$ cat src/rtl/multicycle_control.sv
// Main control unit for the multicycle MIPS datapath.
// Moore FSM that walks each instruction through fetch/decode/execute/memory/writeback
// and drives the datapath enables for the current cycle.
// Memory states can be stretched by MEM_WAIT stall cycles using a small wait counter.
module multicycle_control #(
    parameter int OPCODE_W = 6,
    parameter int MEM_WAIT = 0
) (
    input  logic                Clk,
    input  logic                Reset,
    input  logic [OPCODE_W-1:0] Opcode,
    output logic                PCWrite,
    output logic                PCWriteCond,
    output logic                IorD,
    output logic                MemRead,
    output logic                MemWrite,
    output logic                IRWrite,
    output logic                MemtoReg,
    output logic                RegDst,
    output logic                RegWrite,
    output logic                ALUSrcA,
    output logic [1:0]          ALUSrcB,
    output logic [1:0]          ALUOp,
    output logic [1:0]          PCSource,
    output logic                InstrDone,
    output logic                Illegal,
    output logic [3:0]          State
);

    typedef enum logic [3:0] {
        FETCH    = 4'd0,
        DECODE   = 4'd1,
        MEM_ADDR = 4'd2,
        MEM_RD   = 4'd3,
        MEM_WB   = 4'd4,
        MEM_WR   = 4'd5,
        R_EX     = 4'd6,
        R_WB     = 4'd7,
        BR       = 4'd8,
        JMP      = 4'd9,
        I_EX     = 4'd10,
        I_WB     = 4'd11,
        ILL      = 4'd12
    } state_t;

    // Opcode constants, zero-extended (or truncated) to the configured opcode width.
    localparam logic [OPCODE_W-1:0] OP_RTYPE = OPCODE_W'(6'b000000);
    localparam logic [OPCODE_W-1:0] OP_LW    = OPCODE_W'(6'b100011);
    localparam logic [OPCODE_W-1:0] OP_SW    = OPCODE_W'(6'b101011);
    localparam logic [OPCODE_W-1:0] OP_BEQ   = OPCODE_W'(6'b000100);
    localparam logic [OPCODE_W-1:0] OP_ADDI  = OPCODE_W'(6'b001000);
    localparam logic [OPCODE_W-1:0] OP_J     = OPCODE_W'(6'b000010);

    // Final wait-counter value of a memory state; MEM_WAIT is only meaningful in 0..15.
    localparam logic [3:0] WAIT_LAST = 4'(MEM_WAIT);

    state_t                state;
    state_t                nextState;
    logic   [3:0]          waitCnt;
    logic                  waitLast;
    logic   [OPCODE_W-1:0] opReg;
    logic                  isLoad;

    assign waitLast = (waitCnt == WAIT_LAST);
    assign isLoad   = (opReg == OP_LW);
    assign State    = state;

    // State register; reset aborts whatever instruction is in flight and restarts at FETCH.
    always_ff @(posedge Clk) begin
        if (Reset) begin
            state <= FETCH;
        end else begin
            state <= nextState;
        end
    end

    // Wait counter restarts on every state change and saturates at the final wait cycle.
    always_ff @(posedge Clk) begin
        if (Reset) begin
            waitCnt <= 4'd0;
        end else if (nextState != state) begin
            waitCnt <= 4'd0;
        end else if (!waitLast) begin
            waitCnt <= waitCnt + 4'd1;
        end
    end

    // Capture the opcode in DECODE so MEM_ADDR can pick load vs store after the IR input moves on.
    always_ff @(posedge Clk) begin
        if (Reset) begin
            opReg <= '0;
        end else if (state == DECODE) begin
            opReg <= Opcode;
        end
    end

    // Next-state logic; memory states hold until the wait counter reaches its final value.
    always_comb begin
        nextState = FETCH;
        case (state)
            FETCH: begin
                nextState = waitLast ? DECODE : FETCH;
            end
            DECODE: begin
                if (Opcode == OP_RTYPE) begin
                    nextState = R_EX;
                end else if ((Opcode == OP_LW) || (Opcode == OP_SW)) begin
                    nextState = MEM_ADDR;
                end else if (Opcode == OP_BEQ) begin
                    nextState = BR;
                end else if (Opcode == OP_ADDI) begin
                    nextState = I_EX;
                end else if (Opcode == OP_J) begin
                    nextState = JMP;
                end else begin
                    nextState = ILL;
                end
            end
            MEM_ADDR: begin
                nextState = isLoad ? MEM_RD : MEM_WR;
            end
            MEM_RD: begin
                nextState = waitLast ? MEM_WB : MEM_RD;
            end
            MEM_WB: begin
                nextState = FETCH;
            end
            MEM_WR: begin
                nextState = waitLast ? FETCH : MEM_WR;
            end
            R_EX: begin
                nextState = R_WB;
            end
            R_WB: begin
                nextState = FETCH;
            end
            BR: begin
                nextState = FETCH;
            end
            JMP: begin
                nextState = FETCH;
            end
            I_EX: begin
                nextState = I_WB;
            end
            I_WB: begin
                nextState = FETCH;
            end
            ILL: begin
                nextState = FETCH;
            end
            default: begin
                nextState = FETCH;
            end
        endcase
    end

    // Moore output decode from the current state and wait counter; everything defaults low.
    always_comb begin
        PCWrite     = 1'b0;
        PCWriteCond = 1'b0;
        IorD        = 1'b0;
        MemRead     = 1'b0;
        MemWrite    = 1'b0;
        IRWrite     = 1'b0;
        MemtoReg    = 1'b0;
        RegDst      = 1'b0;
        RegWrite    = 1'b0;
        ALUSrcA     = 1'b0;
        ALUSrcB     = 2'b00;
        ALUOp       = 2'b00;
        PCSource    = 2'b00;
        InstrDone   = 1'b0;
        Illegal     = 1'b0;
        case (state)
            FETCH: begin
                MemRead = 1'b1;
                ALUSrcB = 2'b01;
                ALUOp   = 2'b00;
                IRWrite = waitLast;
                PCWrite = waitLast;
            end
            DECODE: begin
                ALUSrcB = 2'b11;
                ALUOp   = 2'b00;
            end
            MEM_ADDR: begin
                ALUSrcA = 1'b1;
                ALUSrcB = 2'b10;
            end
            MEM_RD: begin
                IorD    = 1'b1;
                MemRead = 1'b1;
            end
            MEM_WB: begin
                RegWrite  = 1'b1;
                MemtoReg  = 1'b1;
                RegDst    = 1'b0;
                InstrDone = 1'b1;
            end
            MEM_WR: begin
                IorD      = 1'b1;
                MemWrite  = waitLast;
                InstrDone = waitLast;
            end
            R_EX: begin
                ALUSrcA = 1'b1;
                ALUOp   = 2'b10;
            end
            R_WB: begin
                RegWrite  = 1'b1;
                RegDst    = 1'b1;
                InstrDone = 1'b1;
            end
            BR: begin
                ALUSrcA     = 1'b1;
                ALUOp       = 2'b01;
                PCWriteCond = 1'b1;
                PCSource    = 2'b01;
                InstrDone   = 1'b1;
            end
            JMP: begin
                PCWrite   = 1'b1;
                PCSource  = 2'b10;
                InstrDone = 1'b1;
            end
            I_EX: begin
                ALUSrcA = 1'b1;
                ALUSrcB = 2'b10;
            end
            I_WB: begin
                RegWrite  = 1'b1;
                RegDst    = 1'b0;
                InstrDone = 1'b1;
            end
            ILL: begin
                Illegal   = 1'b1;
                InstrDone = 1'b1;
            end
            default: begin
                PCWrite = 1'b0;
            end
        endcase
    end

endmodule

$ cat config.mk
export PLATFORM = sky130hd
export DESIGN_NAME = multicycle_control
export DESIGN_NICKNAME = d
export VERILOG_FILES = /design/src/rtl/multicycle_control.sv
export SDC_FILE = /design/constraint.sdc
export NUM_CORES = 1
export LEC_CHECK = 0
export ABC_AREA = 1
export BUFFER_PORTS_ARGS = -buffer_cell sky130_fd_sc_hd__clkbuf_2
export CORE_MARGIN = 2
export CORE_UTILIZATION = 54
export DETAILED_ROUTE_END_ITERATION = 10
export GPL_TIMING_DRIVEN = 1
export PLACE_DENSITY = 0.83
export SYNTH_ARGS = -nofsm -noshare
export SYNTH_HDL_FRONTEND = slang
export SYNTH_SLANG_ARGS = --single-unit
$ cat constraint.sdc
create_clock -name Clk -period 2.7 [get_ports Clk]
set_input_delay 0.405 -clock Clk [delete_from_list [all_inputs] [get_ports Clk]]
set_output_delay 0.405 -clock Clk [all_outputs]
set_load 0.1 [all_outputs]
==> reports/metrics.json <==
{
  "status": "complete, no violations",
  "first_global_vias": 953,
  "final_period_minus_worst_setup_slack_ns": 2.29,
  "vdd_ir_drop_max_mv": 0.456,
  "power_frac_comb_pct": 57.1,
  "fraction_of_layout_instances_using_a_drive_strength_above_1_pct": 32.6,
  "place.gp.congestion": 0.887,
  "die_width_um": 46.7,
  "root_buffer": "clkbuf_4",
  "hold_path_class": "in -> reg",
  "clock_insertion_delay_worst_skew_ns": 0.27,
  "post_drt_via_cell_ratio": 5.02,
  "p_leak_uw": 0.000621,
  "clock_path_buffers": 2,
  "yosys_most_used_dff": "dfxtp_1",
  "wire_length_of_the_first_global_routing_pass_um": 3750,
  "worst-setup-path-type": "reg -> out",
  "power.clock.fraction_pct": 13.7,
  "post_cts_hold_buffer_count": 0,
  "top_area_cell_type_share_of_the_netlist_area_pct": 28.5,
  "starting_density_of_the_core_pct": 57.0,
  "crit_chain": "inv_2, nand2_1, nor2_1, inv_1, o2111ai_2, clkbuf_2",
  "grt_start_max_net_pins": 13,
  "rsz0062_at_grt": "no",
  "critPathMaxFanout": 5,
  "antenna_violations_before_repair": 0,
  "number_of_hold_slack_violations_in_the_final_timing_report": 0,
  "cts_tree": "yes",
  "port-buffer-count": 29,
  "dr_total_vias": 1095,
  "cts_max_level": 1,
  "post-route-drc-count": 0,
  "gr-usage-met3_pct": 4.71,
  "synthToLayoutAreaGrowth_pct": 25.1,
  "synth.most_common_cell": "nor2_1",
  "grt_util_met1_pct": 27.4,
  "yosys_register_bits": 14,
  "max_stage_delay_ns": 0.48,
  "antenna_left": 0,
  "grt_overflow_total": 0,
  "post_cts.resized_instances": 0,
  "diodes_inserted": 0,
  "chipHeight_um": 46.7,
  "grt_use_met2_pct": 42.8,
  "synth.yosys.seq_area_share_pct": 28.5,
  "number_of_distinct_library_cells_after_synthesis": 22,
  "coreArea_um2": 1730,
  "design.portCount": 30,
  "cts_clock_pin_slew_for_the_worst_setup_and_hold_paths_ns": 0.08,
  "clock_sink_count": 14,
  "cp_data_arrival_time_ns": 1.88,
  "maxCapViolCount": 0,
  "skew_ns": 0.00962,
  "final_setup_violating_endpoints": 0,
  "avgSynthCellArea_um2": 6.03,
  "gate_count_after_technology_mapping": 163,
  "n_fill_cell": 159,
  "die-area_um2": 2180,
  "synth_async_sr_flop_share_pct": 0,
  "main_area_contributors_after_synthesis": "dfxtp_1, nor2_1, nand2_1",
  "nets": 205,
  "synth_nets": 173,
  "cts_made_buffers": 3,
  "internal_dissipation_uw": 356,
  "p_per_area_nw_per_um2": 679,
  "totalNegativeSetupSlack_ns": 0,
  "detailedRoute.firstPassIterationCount": 4,
  "seq_power_share_pct": 29.3,
  "worstSetupEndpointType": "output port",
  "power_switching_share_pct": 57.4,
  "crit_path_start_kind": "flip-flop",
  "yosys_warning_total": 0,
  "synth_edf_count": 0,
  "core.rowCount": 15,
  "postCtsSetupRepairBufs": 0,
  "mappedNetlistArea_um2": 983,
  "half_perimeter_wire_length_of_the_detailed_placement_result_um": 1870,
  "finalMaxSlewViolations": 0,
  "worst_path_max_delay_cell": "clkbuf_2",
  "grt_use_total_pct": 23.8,
  "worst-endpoint-required_ns": 2.30,
  "net-switching-power_uw": 479,
  "worst_path_dominant_cell_family": "buffers and inverters",
  "crit_buf_inv": 3,
  "totalWireLength_um": 2230,
  "grt_busiest_layer": "met2",
  "routed_wire_per_std_cell_um": 10.2,
  "tightestPinTransition_ns": 0.543,
  "final_period_util_pct": 84.8,
  "timing.fmax_mhz": 437,
  "synth_common_cells": "nor2_1, nand2_1, inv_1",
  "relSlewSlack_pct": 64.0,
  "yosys.area.top_type": "dfxtp_1",
  "post-layout-total-power_uw": 835,
  "dr.first_iter.drc_count": 34
}
final timing paths:
path / depth (start not counted) / slack (ns) / to / startpoint
setup / recovery: 6 / 0.41 / InstrDone / State[3]$_SDFF_PP0_
hold / removal: 2 / 0.35 / State[2]$_SDFF_PP0_ / Reset
setup reg to reg: 10 / 1.06 / waitCnt[2]$_SDFFE_PP0P_ / waitCnt[0]$_SDFFE_PP0P_
hold reg to reg: 2 / 0.46 / opReg[2]$_SDFFE_PP0P_ / opReg[2]$_SDFFE_PP0P_
cell usage in the layout, fill, tap and decap left out, types with 2 or more instances in the layout:
| cell | n |
|---|---|
| a21oi_1 | 7 |
| clkbuf_2 | 29 |
| clkbuf_4 | 3 |
| dfxtp_1 | 10 |
| dfxtp_2 | 4 |
| ha_1 | 2 |
| inv_1 | 20 |
| inv_2 | 4 |
| nand2_1 | 29 |
| nand2_2 | 6 |
| nand3_1 | 10 |
| nand3_2 | 2 |
| nand4_1 | 2 |
| nor2_1 | 35 |
| nor2_2 | 4 |
| nor2_4 | 6 |
| o21ai_0 | 9 |
| xor2_1 | 3 |
cell type report:
cell class | count | area [µm²] | area share (%)
inverter | 24 | 90.1 | 7.32
sequential | 14 | 285 | 23.2
clock buffer | 3 | 22.5 | 1.83
multi-input combinational | 122 | 648 | 52.7
timing repair buffer | 30 | 153 | 12.4
tap | 25 | 31.3 | 2.54
state kept, by name (all words and copies together) (netlist names):
| signal | count |
|---|---|
| opReg | 6 |
| State | 4 |
| waitCnt | 4 |
routing by layer:
| layer | up-vias | wire, µm |
|---|---|---|
| met5 | - | 0 |
| met4 | 0 | 26 |
| met3 | 4 | 93 |
| met2 | 28 | 1120 |
| met1 | 492 | 990 |
| li1 | 571 | - |
power by group through the flow:
stage          combinational [µW]  sequential, µW  clock [µW]
2_1_floorplan                 374             288           0
3_3_place_gp                  472             248           0
3_5_place_dp                  477             249           0
4_1_cts                       478             244         120
5_1_grt                       504             247         129
6_report                      477             244         114
through the flow:
stage               instances  instance area, µm²  util [%]  hold WS, ns  worst slack, ns
finish                    218                1230      71.2        0.351            0.411
global route              218                1230      71.2        0.331            0.252
CTS                       218                1230      71.2        0.333            0.399
detailed placement        215                1210      69.9        0.451            0.709
global placement          215                1210      69.9        0.445            0.758
floorplan                 163                1050         -        0.429         0.000324
cell families after synthesis:
group	share of synthesized area, %
AO/OA/AOI/OAI	11.6
XOR/XNOR	2.67
adder cells (fa/ha/maj)	2.54
buffers and inverters	11.8
flip-flops	28.5
AND/OR/NAND/NOR	42.9
No activity file was read; power rests on OpenSTA's default activity.
